==> config.mk <==
export PLATFORM = sky130hd
export DESIGN_NAME = obstacle_scheduler
export DESIGN_NICKNAME = d
export VERILOG_FILES = /design/src/rtl/obstacle_sched_pkg.sv /design/src/rtl/lfsr10.sv /design/src/rtl/obstacle_scheduler.sv
export SDC_FILE = /design/constraint.sdc
export NUM_CORES = 1
export LEC_CHECK = 0
export BUFFER_PORTS_ARGS = -buffer_cell sky130_fd_sc_hd__buf_2
export CORE_MARGIN = 5
export CORE_UTILIZATION = 35
export CTS_CLUSTER_DIAMETER = 60
export DETAILED_ROUTE_END_ITERATION = 7
export PLACE_DENSITY = 0.62
export SLEW_MARGIN = 5
export SYNTH_ARGS = -nofsm -noshare
export SYNTH_HDL_FRONTEND = slang
export SYNTH_HIERARCHICAL = 1
export SYNTH_SLANG_ARGS = --single-unit
export TNS_END_PERCENT = 30
==> constraint.sdc <==
create_clock -name frame_clk -period 11 [get_ports frame_clk]
set_input_delay 1.65 -clock frame_clk [delete_from_list [all_inputs] [get_ports frame_clk]]
set_output_delay 1.65 -clock frame_clk [all_outputs]
set_load 0.02 [all_outputs]
==> src/rtl/obstacle_sched_pkg.sv <==
// obstacle_sched_pkg
// Shared types and constants for the obstacle scheduler: game state enum,
// LFSR feedback taps, default screen bounds and a small abs helper used by
// the collision compare.
package obstacle_sched_pkg;

    typedef enum logic [1:0] {
        IDLE = 2'd0,
        RUN  = 2'd1,
        HIT  = 2'd2
    } sched_state_t;

    localparam int COORD_W = 10;

    // x^10 + x^7 + 1 : feedback is the XOR of bits 9 and 6
    localparam logic [9:0] LFSR_TAPS = 10'b10_0100_0000;

    localparam int DEF_X_MAX    = 639;
    localparam int DEF_Y_MAX    = 479;
    localparam int DEF_OBS_SIZE = 16;

    // Magnitude of an 11-bit signed difference of two 10-bit coordinates.
    // The most negative value reachable is -1023, so the result never wraps.
    function automatic logic [10:0] abs11(input logic signed [10:0] d);
        logic [10:0] r;
        r = d[10] ? (~d + 11'd1) : d;
        return r;
    endfunction

endpackage

==> src/rtl/lfsr10.sv <==
// lfsr10
// 10-bit Fibonacci LFSR (x^10 + x^7 + 1) that shifts left and feeds the tap
// parity into bit 0. Supplies the spawn row offset.
// Ports:
//   frame_clk  in   clock, one step per rising edge when enabled
//   Reset      in   synchronous active-high, loads SEED
//   en         in   advance enable
//   value      out  current 10-bit register contents
module lfsr10
    import obstacle_sched_pkg::*;
#(
    parameter logic [9:0] SEED = 10'h2A5
) (
    input  logic       frame_clk,
    input  logic       Reset,
    input  logic       en,
    output logic [9:0] value
);

    always_ff @(posedge frame_clk) begin
        if (Reset) begin
            value <= SEED;
        end else if (en) begin
            value <= {value[8:0], ^(value & LFSR_TAPS)};
        end
    end

endmodule

==> src/rtl/obstacle_scheduler.sv <==
// obstacle_scheduler
// Frame-rate owner of a fixed pool of obstacle slots. Spawns at the right
// edge every SPAWN_INTERVAL frames, scrolls live obstacles left by `speed`,
// retires them at the left edge and stops the game on contact with the
// player box.
// Ports:
//   frame_clk    in   frame clock
//   Reset        in   synchronous active-high
//   start        in   level; starts from IDLE, restarts from HIT
//   speed        in   [3:0] leftward pixels per frame
//   player_x/y   in   [9:0] player centre
//   player_size  in   [9:0] player half-size
//   obs_x/obs_y  out  packed slot centres, slot i at [10i+9:10i]
//   obs_active   out  per-slot live flag
//   game_over    out  high while in HIT
//   score        out  RUN frames survived, saturating
module obstacle_scheduler
    import obstacle_sched_pkg::*;
#(
    parameter int         NUM_SLOTS      = 4,
    parameter int         SPAWN_INTERVAL = 60,
    parameter int         OBS_SIZE       = DEF_OBS_SIZE,
    parameter int         X_MAX          = DEF_X_MAX,
    parameter int         Y_MAX          = DEF_Y_MAX,
    parameter logic [9:0] LFSR_SEED      = 10'h2A5
) (
    input  logic                           frame_clk,
    input  logic                           Reset,
    input  logic                           start,
    input  logic [3:0]                     speed,
    input  logic [COORD_W-1:0]             player_x,
    input  logic [COORD_W-1:0]             player_y,
    input  logic [COORD_W-1:0]             player_size,
    output logic [COORD_W*NUM_SLOTS-1:0]   obs_x,
    output logic [COORD_W*NUM_SLOTS-1:0]   obs_y,
    output logic [NUM_SLOTS-1:0]           obs_active,
    output logic                           game_over,
    output logic [15:0]                    score
);

    localparam int                 CNT_W    = $clog2(SPAWN_INTERVAL);
    localparam logic [CNT_W-1:0]   CNT_LAST = CNT_W'(SPAWN_INTERVAL - 1);
    localparam logic [9:0]         SPAWN_X  = 10'(X_MAX - OBS_SIZE);
    localparam logic [9:0]         OFF_MAX  = 10'(Y_MAX - 2 * OBS_SIZE);

    sched_state_t state, state_next;

    logic [NUM_SLOTS-1:0][COORD_W-1:0] xs, ys, xs_nxt, ys_nxt;
    logic [NUM_SLOTS-1:0]              active, active_nxt;
    logic [NUM_SLOTS-1:0]              hit_vec, free, spawn_sel;
    logic [CNT_W-1:0]                  spawn_cnt;
    logic [15:0]                       score_q;
    logic [9:0]                        lfsr, off, spawn_y;
    logic [11:0]                       reach;
    logic [10:0]                       despawn_lim;
    logic                              any_hit, advance, clear_all, spawn_now;

    lfsr10 #(.SEED(LFSR_SEED)) u_lfsr (
        .frame_clk (frame_clk),
        .Reset     (Reset),
        .en        (1'b1),
        .value     (lfsr)
    );

    // Collision and despawn thresholds are widened so the sums cannot wrap.
    assign reach       = 12'(OBS_SIZE) + {2'b00, player_size};
    assign despawn_lim = 11'(OBS_SIZE) + {7'b0, speed};

    // Row offset from the low 9 LFSR bits, folded back by 256 when it would
    // push the obstacle past the bottom edge.
    always_comb begin
        off = lfsr & 10'h1FF;
        if (off > OFF_MAX) off = off - 10'd256;
        spawn_y = 10'(OBS_SIZE) + off;
    end

    // Lowest-index free slot, taken from the mask at the start of the frame
    // so a slot retired this frame is never refilled in the same frame.
    assign free      = ~active;
    assign spawn_sel = free & (~free + NUM_SLOTS'(1));

    assign any_hit   = |hit_vec;
    assign advance   = (state == RUN) && !any_hit;
    assign clear_all = (state == IDLE) || ((state == HIT) && start);
    assign spawn_now = (spawn_cnt == CNT_LAST);

    for (genvar i = 0; i < NUM_SLOTS; i++) begin : g_slot
        logic [10:0]        adx, ady;
        logic               gone;
        logic [COORD_W-1:0] x_n, y_n;
        logic               a_n;

        assign adx = abs11($signed({1'b0, xs[i]}) - $signed({1'b0, player_x}));
        assign ady = abs11($signed({1'b0, ys[i]}) - $signed({1'b0, player_y}));

        assign hit_vec[i] = active[i] && ({1'b0, adx} < reach) && ({1'b0, ady} < reach);
        assign gone       = {1'b0, xs[i]} < despawn_lim;

        always_comb begin
            x_n = xs[i];
            y_n = ys[i];
            a_n = active[i];
            if (clear_all) begin
                x_n = '0;
                y_n = '0;
                a_n = 1'b0;
            end else if (advance) begin
                if (active[i]) begin
                    // A retired slot keeps its last position; only the flag drops.
                    if (gone) a_n = 1'b0;
                    else      x_n = xs[i] - {6'b0, speed};
                end else if (spawn_now && spawn_sel[i]) begin
                    x_n = SPAWN_X;
                    y_n = spawn_y;
                    a_n = 1'b1;
                end
            end
        end

        assign xs_nxt[i]     = x_n;
        assign ys_nxt[i]     = y_n;
        assign active_nxt[i] = a_n;
    end

    always_comb begin
        state_next = state;
        unique case (state)
            IDLE:    if (start)   state_next = RUN;
            RUN:     if (any_hit) state_next = HIT;
            HIT:     if (start)   state_next = RUN;
            default:              state_next = IDLE;
        endcase
    end

    always_ff @(posedge frame_clk) begin
        if (Reset) state <= IDLE;
        else       state <= state_next;
    end

    always_ff @(posedge frame_clk) begin
        if (Reset) begin
            xs        <= '0;
            ys        <= '0;
            active    <= '0;
            spawn_cnt <= '0;
            score_q   <= '0;
            game_over <= 1'b0;
        end else begin
            xs        <= xs_nxt;
            ys        <= ys_nxt;
            active    <= active_nxt;
            game_over <= (state_next == HIT);
            if (clear_all) begin
                spawn_cnt <= '0;
                score_q   <= '0;
            end else if (advance) begin
                spawn_cnt <= spawn_now ? '0 : spawn_cnt + CNT_W'(1);
                if (score_q != 16'hFFFF) score_q <= score_q + 16'd1;
            end
        end
    end

    assign obs_x      = xs;
    assign obs_y      = ys;
    assign obs_active = active;
    assign score      = score_q;

endmodule

== Yosys cells after proc, flatten, opt, wreduce, memory -nomap -nowiden ==
Cells that the tools add are included.
W data, S select, Z words.

* Muxes and demuxes: 37
* Bitwise operators: 15
* Equality and inequality tests: 9
* Magnitude comparators: 13
* Reduce and logical (&&, ||, !) cells: 34
* $add $sub $neg: 27

{| class="wikitable"
|+ Operator list
! kind !! count
|-
| $mux W10 || 13
|-
| $add A11 B1 Y11 const B || 8
|-
| $lt A11 B11 Y1 || 8
|-
| $mux W11 || 8
|-
| $not A11 Y11 || 8
|-
| $sub A10 B10 Y11 || 8
|-
| $lt A10 B6 Y1 || 4
|-
| $sub A10 B4 Y10 || 4
|-
| $reduce_and A3 Y1 || 8
|-
| $add A16 B1 Y16 const B || 1
|-
| $ne A16 B16 Y1 const B || 1
|-
| $logic_and A1 B1 Y1 || 14
|-
| $mux W1 || 12
|-
| $add A5 B10 Y11 const A || 1
|-
| $add A5 B10 Y10 const A || 1
|-
| $reduce_xor A10 Y1 || 1
|-
| $sub A9 B9 Y10 const B || 1
|-
| $gt A9 B9 Y1 const B || 1
|-
| $ne A2 B2 Y1 const B || 4
|-
| $not A4 Y4 || 2
|-
| $reduce_bool A2 Y1 || 4
|-
| $add A5 B4 Y6 const A || 1
|-
| $add A6 B1 Y6 const B || 1
|-
| $eq A6 B6 Y1 const B || 1
|-
| 14 further kinds || 20
|}

* Bits in registers: 119
* Output and inout bits: 101

== Depth between registers and ports, before layout ==
* Depth in word-level cells: 11
* Mapped depth: 24

== By module ==
Netlist, hierarchy kept.

{| class="wikitable"
|+ Modules (own cells, without submodules)
! module !! area each (sq um) !! instances !! cells each !! sequential area each (sq um)
|-
| obstacle_scheduler || 11,980.2 || 1 || 1,482 || 2,182.1
|-
| lfsr10 || 359.1 || 1 || 33 || 200.2
|}

== Least setup slack after synthesis ==
OpenSTA, ideal clock, no wires.

* Kind: input-to-reg
* From: in player_y[1]
* To: reg spawn_cnt[3]
* Data required time: 10.881 ns
* Stages: 20
* Setup slack: 5.016 ns
* Arrival: 5.866 ns
* Path through: inv_1 > fa_1 > a21o_1 > a211o_1 > a21oi_1 > xnor2_1 > nor4_1 > nor2b_1 > a31oi_1 > xnor2_1 > ha_1 > a211oi_1 > o211ai_1 > a21oi_1 > o21ai_0 > o32ai_4 > nor3_4 > buf_6 > and2_1 > o221a_1

* Longest elaborated chain between the ends: 9
* Elaborated cells between the ends (all ways): 27

{| class="wikitable"
|+ RTL lines
! item !! line !! text
|-
| start, declared || obstacle_scheduler.sv:32 || <nowiki>input logic [COORD_W-1:0] player_y,</nowiki>
|-
| $sub A10 B10 Y11 || obstacle_scheduler.sv:94 || <nowiki>assign ady = abs11($signed({1'b0, ys[i]}) - $signed({1'b0, player_y}));</nowiki>
|-
| $not A11 Y11 || obstacle_sched_pkg.sv:26 || <nowiki>r = d[10] ? (~d + 11'd1) : d;</nowiki>
|-
| $add A11 B1 Y11 || obstacle_sched_pkg.sv:26 ||
|-
| $mux W11 || obstacle_sched_pkg.sv:26 ||
|-
| $lt A11 B11 Y1 || obstacle_scheduler.sv:96 || <nowiki>assign hit_vec[i] = active[i] && ({1'b0, adx} < reach) && ({1'b0, ady} < reach);</nowiki>
|-
| $logic_and A1 B1 Y1 || obstacle_scheduler.sv:96 ||
|-
| $reduce_or A4 Y1 (*) || obstacle_scheduler.sv:82 || <nowiki>assign any_hit = |hit_vec;</nowiki>
|-
| $logic_not A1 Y1 (*) || obstacle_scheduler.sv:83 || <nowiki>assign advance = (state == RUN) && !any_hit;</nowiki>
|-
| $logic_and A1 B1 Y1 (*) || obstacle_scheduler.sv:83 ||
|-
| end signal, assigned || obstacle_scheduler.sv:157 || <nowiki>spawn_cnt <= spawn_now ? '0 : spawn_cnt + CNT_W'(1);</nowiki>
|-
| end, declared || obstacle_scheduler.sv:51 || <nowiki>logic [CNT_W-1:0] spawn_cnt;</nowiki>
|}

Every way passes the cells marked *; elsewhere a longest branch is shown, timed or not.
A chain may end at the register's enable or synchronous reset.

== Worst setup path after layout ==
* From: in player_x[0]
* To: reg ys (netlist bit obs_y[16])

* Longest elaborated chain between the ends: 11
* Elaborated cells between the ends (all ways): 32

{| class="wikitable"
|+ RTL lines
! item !! line !! text
|-
| start, declared || obstacle_scheduler.sv:31 || <nowiki>input logic [COORD_W-1:0] player_x,</nowiki>
|-
| $sub A10 B10 Y11 || obstacle_scheduler.sv:93 || <nowiki>assign adx = abs11($signed({1'b0, xs[i]}) - $signed({1'b0, player_x}));</nowiki>
|-
| $not A11 Y11 || obstacle_sched_pkg.sv:26 ||
|-
| $add A11 B1 Y11 || obstacle_sched_pkg.sv:26 ||
|-
| $mux W11 || obstacle_sched_pkg.sv:26 ||
|-
| $lt A11 B11 Y1 || obstacle_scheduler.sv:96 ||
|-
| $logic_and A1 B1 Y1 (2 in series) || obstacle_scheduler.sv:96 ||
|-
| $reduce_or A4 Y1 (*) || obstacle_scheduler.sv:82 ||
|-
| $logic_not A1 Y1 (*) || obstacle_scheduler.sv:83 ||
|-
| $logic_and A1 B1 Y1 (*) || obstacle_scheduler.sv:83 ||
|-
| $reduce_and A3 Y1 (no source line) (*) || - ||
|-
| end signal, assigned || obstacle_scheduler.sv:150 || <nowiki>ys <= ys_nxt;</nowiki>
|-
| end, declared || obstacle_scheduler.sv:48 || <nowiki>logic [NUM_SLOTS-1:0][COORD_W-1:0] xs, ys, xs_nxt, ys_nxt;</nowiki>
|}

Marked as above.

==> insert_results.sql <==
INSERT INTO impl_metrics (metric_group, metric, value, unit) VALUES
('cells_and_area', 'postLayoutCoreUtil', '40.3', '%'),
('timing', 'final-hold-violation-count', '0', ''),
('cts', 'tritoncts_num_sinks', '119', ''),
('cts', 'clkTransAtPathRegs', '0.06', 'ns'),
('timing', 'timing_worst_slew_pin_value', '1.23', 'ns'),
('setup_path', 'worst-endpoint-required', '11.33', 'ns'),
('run_status', 'run_status', 'finished clean', ''),
('timing', 'final.setup_skew', '0.0119', 'ns'),
('placed_design', 'post-place-ws', '3.05', 'ns'),
('synthesis', 'largest_family_of_logic_cells_by_synthesized_area', 'simple AND/OR/NAND/NOR gates', ''),
('placed_design', 'gp_congestion', '0.891', ''),
('timing', 'setup-violations-final', '0', ''),
('floorplanning', 'overall_die_area', '39100', 'um^2'),
('grt', 'grt_pass1_wl', '60100', 'um'),
('synthesis', 'synth_top_flop_cell', 'sky130_fd_sc_hd__dfxtp_1', ''),
('timing', 'grt_setup_unrepaired', 'false', ''),
('setup_path', 'startpoint_type', 'primary input', ''),
('timing', 'tns', '0', 'ns'),
('drt', 'viasPerCell', '5.56', ''),
('synthesis', 'syn_area_per_cell', '8.14', 'um^2'),
('synthesis', 'yosysSeqAreaShare', '19.3', '%'),
('cts', 'clock_network_latency_to_the_later_pin_of_the_worst_skew_pair', '0.44', 'ns'),
('synthesis', 'synthMuxAreaShare', '4.63', '%'),
('drt', 'route.detailed.wl_per_inst', '18.0', 'um'),
('floorplanning', 'start_util', '35.5', '%'),
('drt', 'dr_total_vias', '11700', ''),
('drt', 'drc_errors', '0', ''),
('cells_and_area', 'flow.area_growth_from_synthesis', '13.4', '%'),
('timing', 'worst_slew_margin_rel', '18.0', '%'),
('cts', 'clockRootBuffer', 'sky130_fd_sc_hd__clkbuf_16', ''),
('cts', 'postCtsHoldBufs', '0', ''),
('setup_path', 'cp-end-kind', 'flip-flop', ''),
('timing', 'finalCritPeriodShare', '68.6', '%'),
('worst_hold_path', 'holdCritPathClass', 'reg2reg', ''),
('power', 'power.density', '91.6', 'nW/um^2'),
('synthesis', 'ys_seq_elements', '119', ''),
('drt', 'first_pass_iters', '5', ''),
('cts', 'post-cts-setup-buffers', '0', ''),
('setup_path', 'crit_path_max_fanout', '32', ''),
('floorplanning', 'die_w', '198', 'um'),
('cts', 'cts-root-to-sink-buffers', '2', ''),
('timing', 'postLayoutSetupSlackWorst', '3.45', 'ns'),
('floorplanning', 'number_of_placement_rows', '68', ''),
('cts', 'cts-buffers-inserted', '17', ''),
('drt', 'initial_drc_count', '760', ''),
('synthesis', 'synthSimpleGateAreaFrac', '21.5', '%'),
('power', 'leakage', '6.44', 'nW'),
('timing', 'count_of_final_max_slew_check_failures', '0', ''),
('synthesis', 'synth.cell_area', '12300', 'um^2'),
('cells_and_area', 'post_layout_net_count', '1875', ''),
('grt', 'grt_pass1_vias', '11400', ''),
('timing', 'layout_min_cycle_time', '7.55', 'ns'),
('grt', 'globalRouteOverflowTotal', '0', ''),
('placed_design', 'placement.io_buffers', '137', ''),
('synthesis', 'async_reset_ff_share', '0', '%'),
('timing', 'max_freq', '132', 'MHz'),
('cts', 'clock_tree.htree_level_count', '4', ''),
('grt', 'grt_use_total', '19.0', '%'),
('synthesis', 'synth-compound-area-share', '19.9', '%'),
('cells_and_area', 'leading_cell_types_in_the_layout_fill_and_taps_excluded', 'sky130_fd_sc_hd__ha_1, sky130_fd_sc_hd__nand2_1, sky130_fd_sc_hd__buf_2', ''),
('flow_run', 'drv_cap', '0', ''),
('cts', 'count_of_cells_resized_by_post_cts_repair', '0', ''),
('floorplanning', 'die_height', '198', 'um'),
('placed_design', 'dp_hpwl', '29700', 'um'),
('synthesis', 'synthesis.instances', '1515', ''),
('setup_path', 'timing.critical_path.arrival', '7.88', 'ns'),
('setup_path', 'critical_path_class', 'in2reg', ''),
('synthesis', 'ys_types', '71', ''),
('cells_and_area', 'antennaDiodeCount', '0', ''),
('floorplanning', 'floorplan.io_pins', '138', ''),
('power', 'max-vdd-ir-drop', '0.0989', 'mV'),
('drt', 'routed_wl', '37800', 'um'),
('floorplanning', 'core_region_area', '34700', 'um^2'),
('cells_and_area', 'drive_gt1_share', '12.5', '%'),
('cells_and_area', 'most_common_cell_after_layout_fill_and_taps_aside', 'sky130_fd_sc_hd__ha_1', ''),
('synthesis', 'synth_enable_flop_cells', '0', ''),
('synthesis', 'post_synthesis_share_of_cell_area_spent_on_xor_and_xnor_gates', '9.16', '%'),
('grt', 'antenna_violations_before_repair', '0', ''),
('cts', 'tritoncts', 'built', ''),
('drt', 'postRouteAntennaNets', '0', ''),
('grt', 'pin_count_of_the_biggest_net_entering_global_routing', '52', ''),
('synthesis', 'yosysWarnings', '6', ''),
('synthesis', 'post_synth_fa_ha_maj_area_fraction', '21.1', '%');
==> registers in the layout, summed over array words and instances, names as in the netlist <==
signal        flops
obs_x            40
score            16
obs_y            40
game_over         1
obs_active        4
u_lfsr/value     10
spawn_cnt         6
state             2
==> layout make-up <==
type | instances | area (um^2)
clock buffer | 18 | 429
clock inverter | 14 | 140
fill | 3549 | 20700
inverter | 87 | 327
multi-input combinational | 1271 | 9430
sequential | 119 | 2380
tap | 455 | 569
timing repair buffer | 141 | 716
==> path summary, 6_finish.rpt <==
kind,to,startpoint,slack [ns],cells past startpoint
hold reg to reg,spawn_cnt[1]$_SDFFE_PP0P_,spawn_cnt[1]$_SDFFE_PP0P_,0.48,2
setup reg to reg,obs_y[16]$_SDFFE_PP0P_,obs_x[20]$_SDFFE_PP0P_,4.41,20
setup / recovery,obs_y[16]$_SDFFE_PP0P_,player_x[0],3.45,20
hold / removal,spawn_cnt[1]$_SDFFE_PP0P_,spawn_cnt[1]$_SDFFE_PP0P_,0.48,2
==> where the power goes <==
group / leakage [nW] / internal, mW / switching, mW / total (mW)
Sequential: 0.961 / 0.435 / 0.00490 / 0.440
Combinational: 5.21 / 0.112 / 0.170 / 0.283
Clock: 0.274 / 0.317 / 0.243 / 0.560
Total: 6.44 / 0.864 / 0.418 / 1.28
==> cell families after synthesis <==
family | Yosys count
other cells | 1
flops | 119
compound gates | 361
fa+ha+maj | 201
simple gates | 521
buf+inv | 126
xor+xnor | 129
mux | 57
==> worst max-delay path, cell delays in order <==
cell	delay, ns
sky130_fd_sc_hd__buf_2	0.16
sky130_fd_sc_hd__ha_1	0.19
sky130_fd_sc_hd__inv_1	0.06
sky130_fd_sc_hd__fa_1	0.41
sky130_fd_sc_hd__a211o_1	0.31
sky130_fd_sc_hd__a211oi_1	0.21
sky130_fd_sc_hd__nor2_1	0.09
sky130_fd_sc_hd__o21ai_0	0.14
sky130_fd_sc_hd__nand2b_1	0.10
sky130_fd_sc_hd__a31oi_1	0.61
sky130_fd_sc_hd__nand2_1	0.15
sky130_fd_sc_hd__xnor2_1	0.17
sky130_fd_sc_hd__ha_1	0.31
sky130_fd_sc_hd__nand2_1	0.08
sky130_fd_sc_hd__or3_1	0.37
sky130_fd_sc_hd__a21oi_1	0.26
sky130_fd_sc_hd__o32ai_4	0.26
sky130_fd_sc_hd__nor3_4	1.02
sky130_fd_sc_hd__nand4b_1	0.89
sky130_fd_sc_hd__mux2i_1	0.41
==> per-layer routing <==
layer	up-vias	wire [um]	share of wire, %	global-route usage (%)
li1	5788	-	-	-
met1	5566	16600	44	24.3
met2	288	18500	49	32.8
met3	55	1940	5.1	3.08
met4	0	826	2.2	6.32
met5	-	0	0	0
==> through the flow <==
stage / hold slack (ns) / area, um^2 / power [mW] / cells
floorplan: 0.449 / 12300 / 0.658 / 1516
global placement: 0.463 / 13400 / 0.721 / 2073
detailed placement: 0.472 / 13400 / 0.731 / 2073
CTS: 0.481 / 14000 / 1.29 / 2105
global route: 0.510 / 14000 / 1.35 / 2105
finish: 0.479 / 14000 / 1.28 / 2105
==> cell usage after synthesis, types with 16 or more instances <==
cell type	n	area share [%]
sky130_fd_sc_hd__ha_1	189	19
sky130_fd_sc_hd__nand2_1	150	4.6
sky130_fd_sc_hd__dfxtp_1	119	19
sky130_fd_sc_hd__nor2_1	113	3.4
sky130_fd_sc_hd__xnor2_1	103	7.3
sky130_fd_sc_hd__a21oi_1	97	3.9
sky130_fd_sc_hd__inv_1	86	2.6
sky130_fd_sc_hd__o21ai_0	64	2.6
sky130_fd_sc_hd__mux2i_1	56	4.5
sky130_fd_sc_hd__nor3_1	35	1.4
sky130_fd_sc_hd__nor2b_1	34	1.7
sky130_fd_sc_hd__nand3_1	33	1.3
sky130_fd_sc_hd__or3_1	31	1.6
sky130_fd_sc_hd__nand4_1	29	1.5
sky130_fd_sc_hd__clkbuf_1	27	0.82
sky130_fd_sc_hd__xor2_1	26	1.8
sky130_fd_sc_hd__a21o_1	25	1.5
sky130_fd_sc_hd__a31oi_1	19	0.96
sky130_fd_sc_hd__a211oi_1	17	1.0
sky130_fd_sc_hd__a311oi_1	17	1.2
sky130_fd_sc_hd__o31ai_1	17	1.0
sky130_fd_sc_hd__nand2b_1	16	0.81
(Power assumes the default switching activity.)
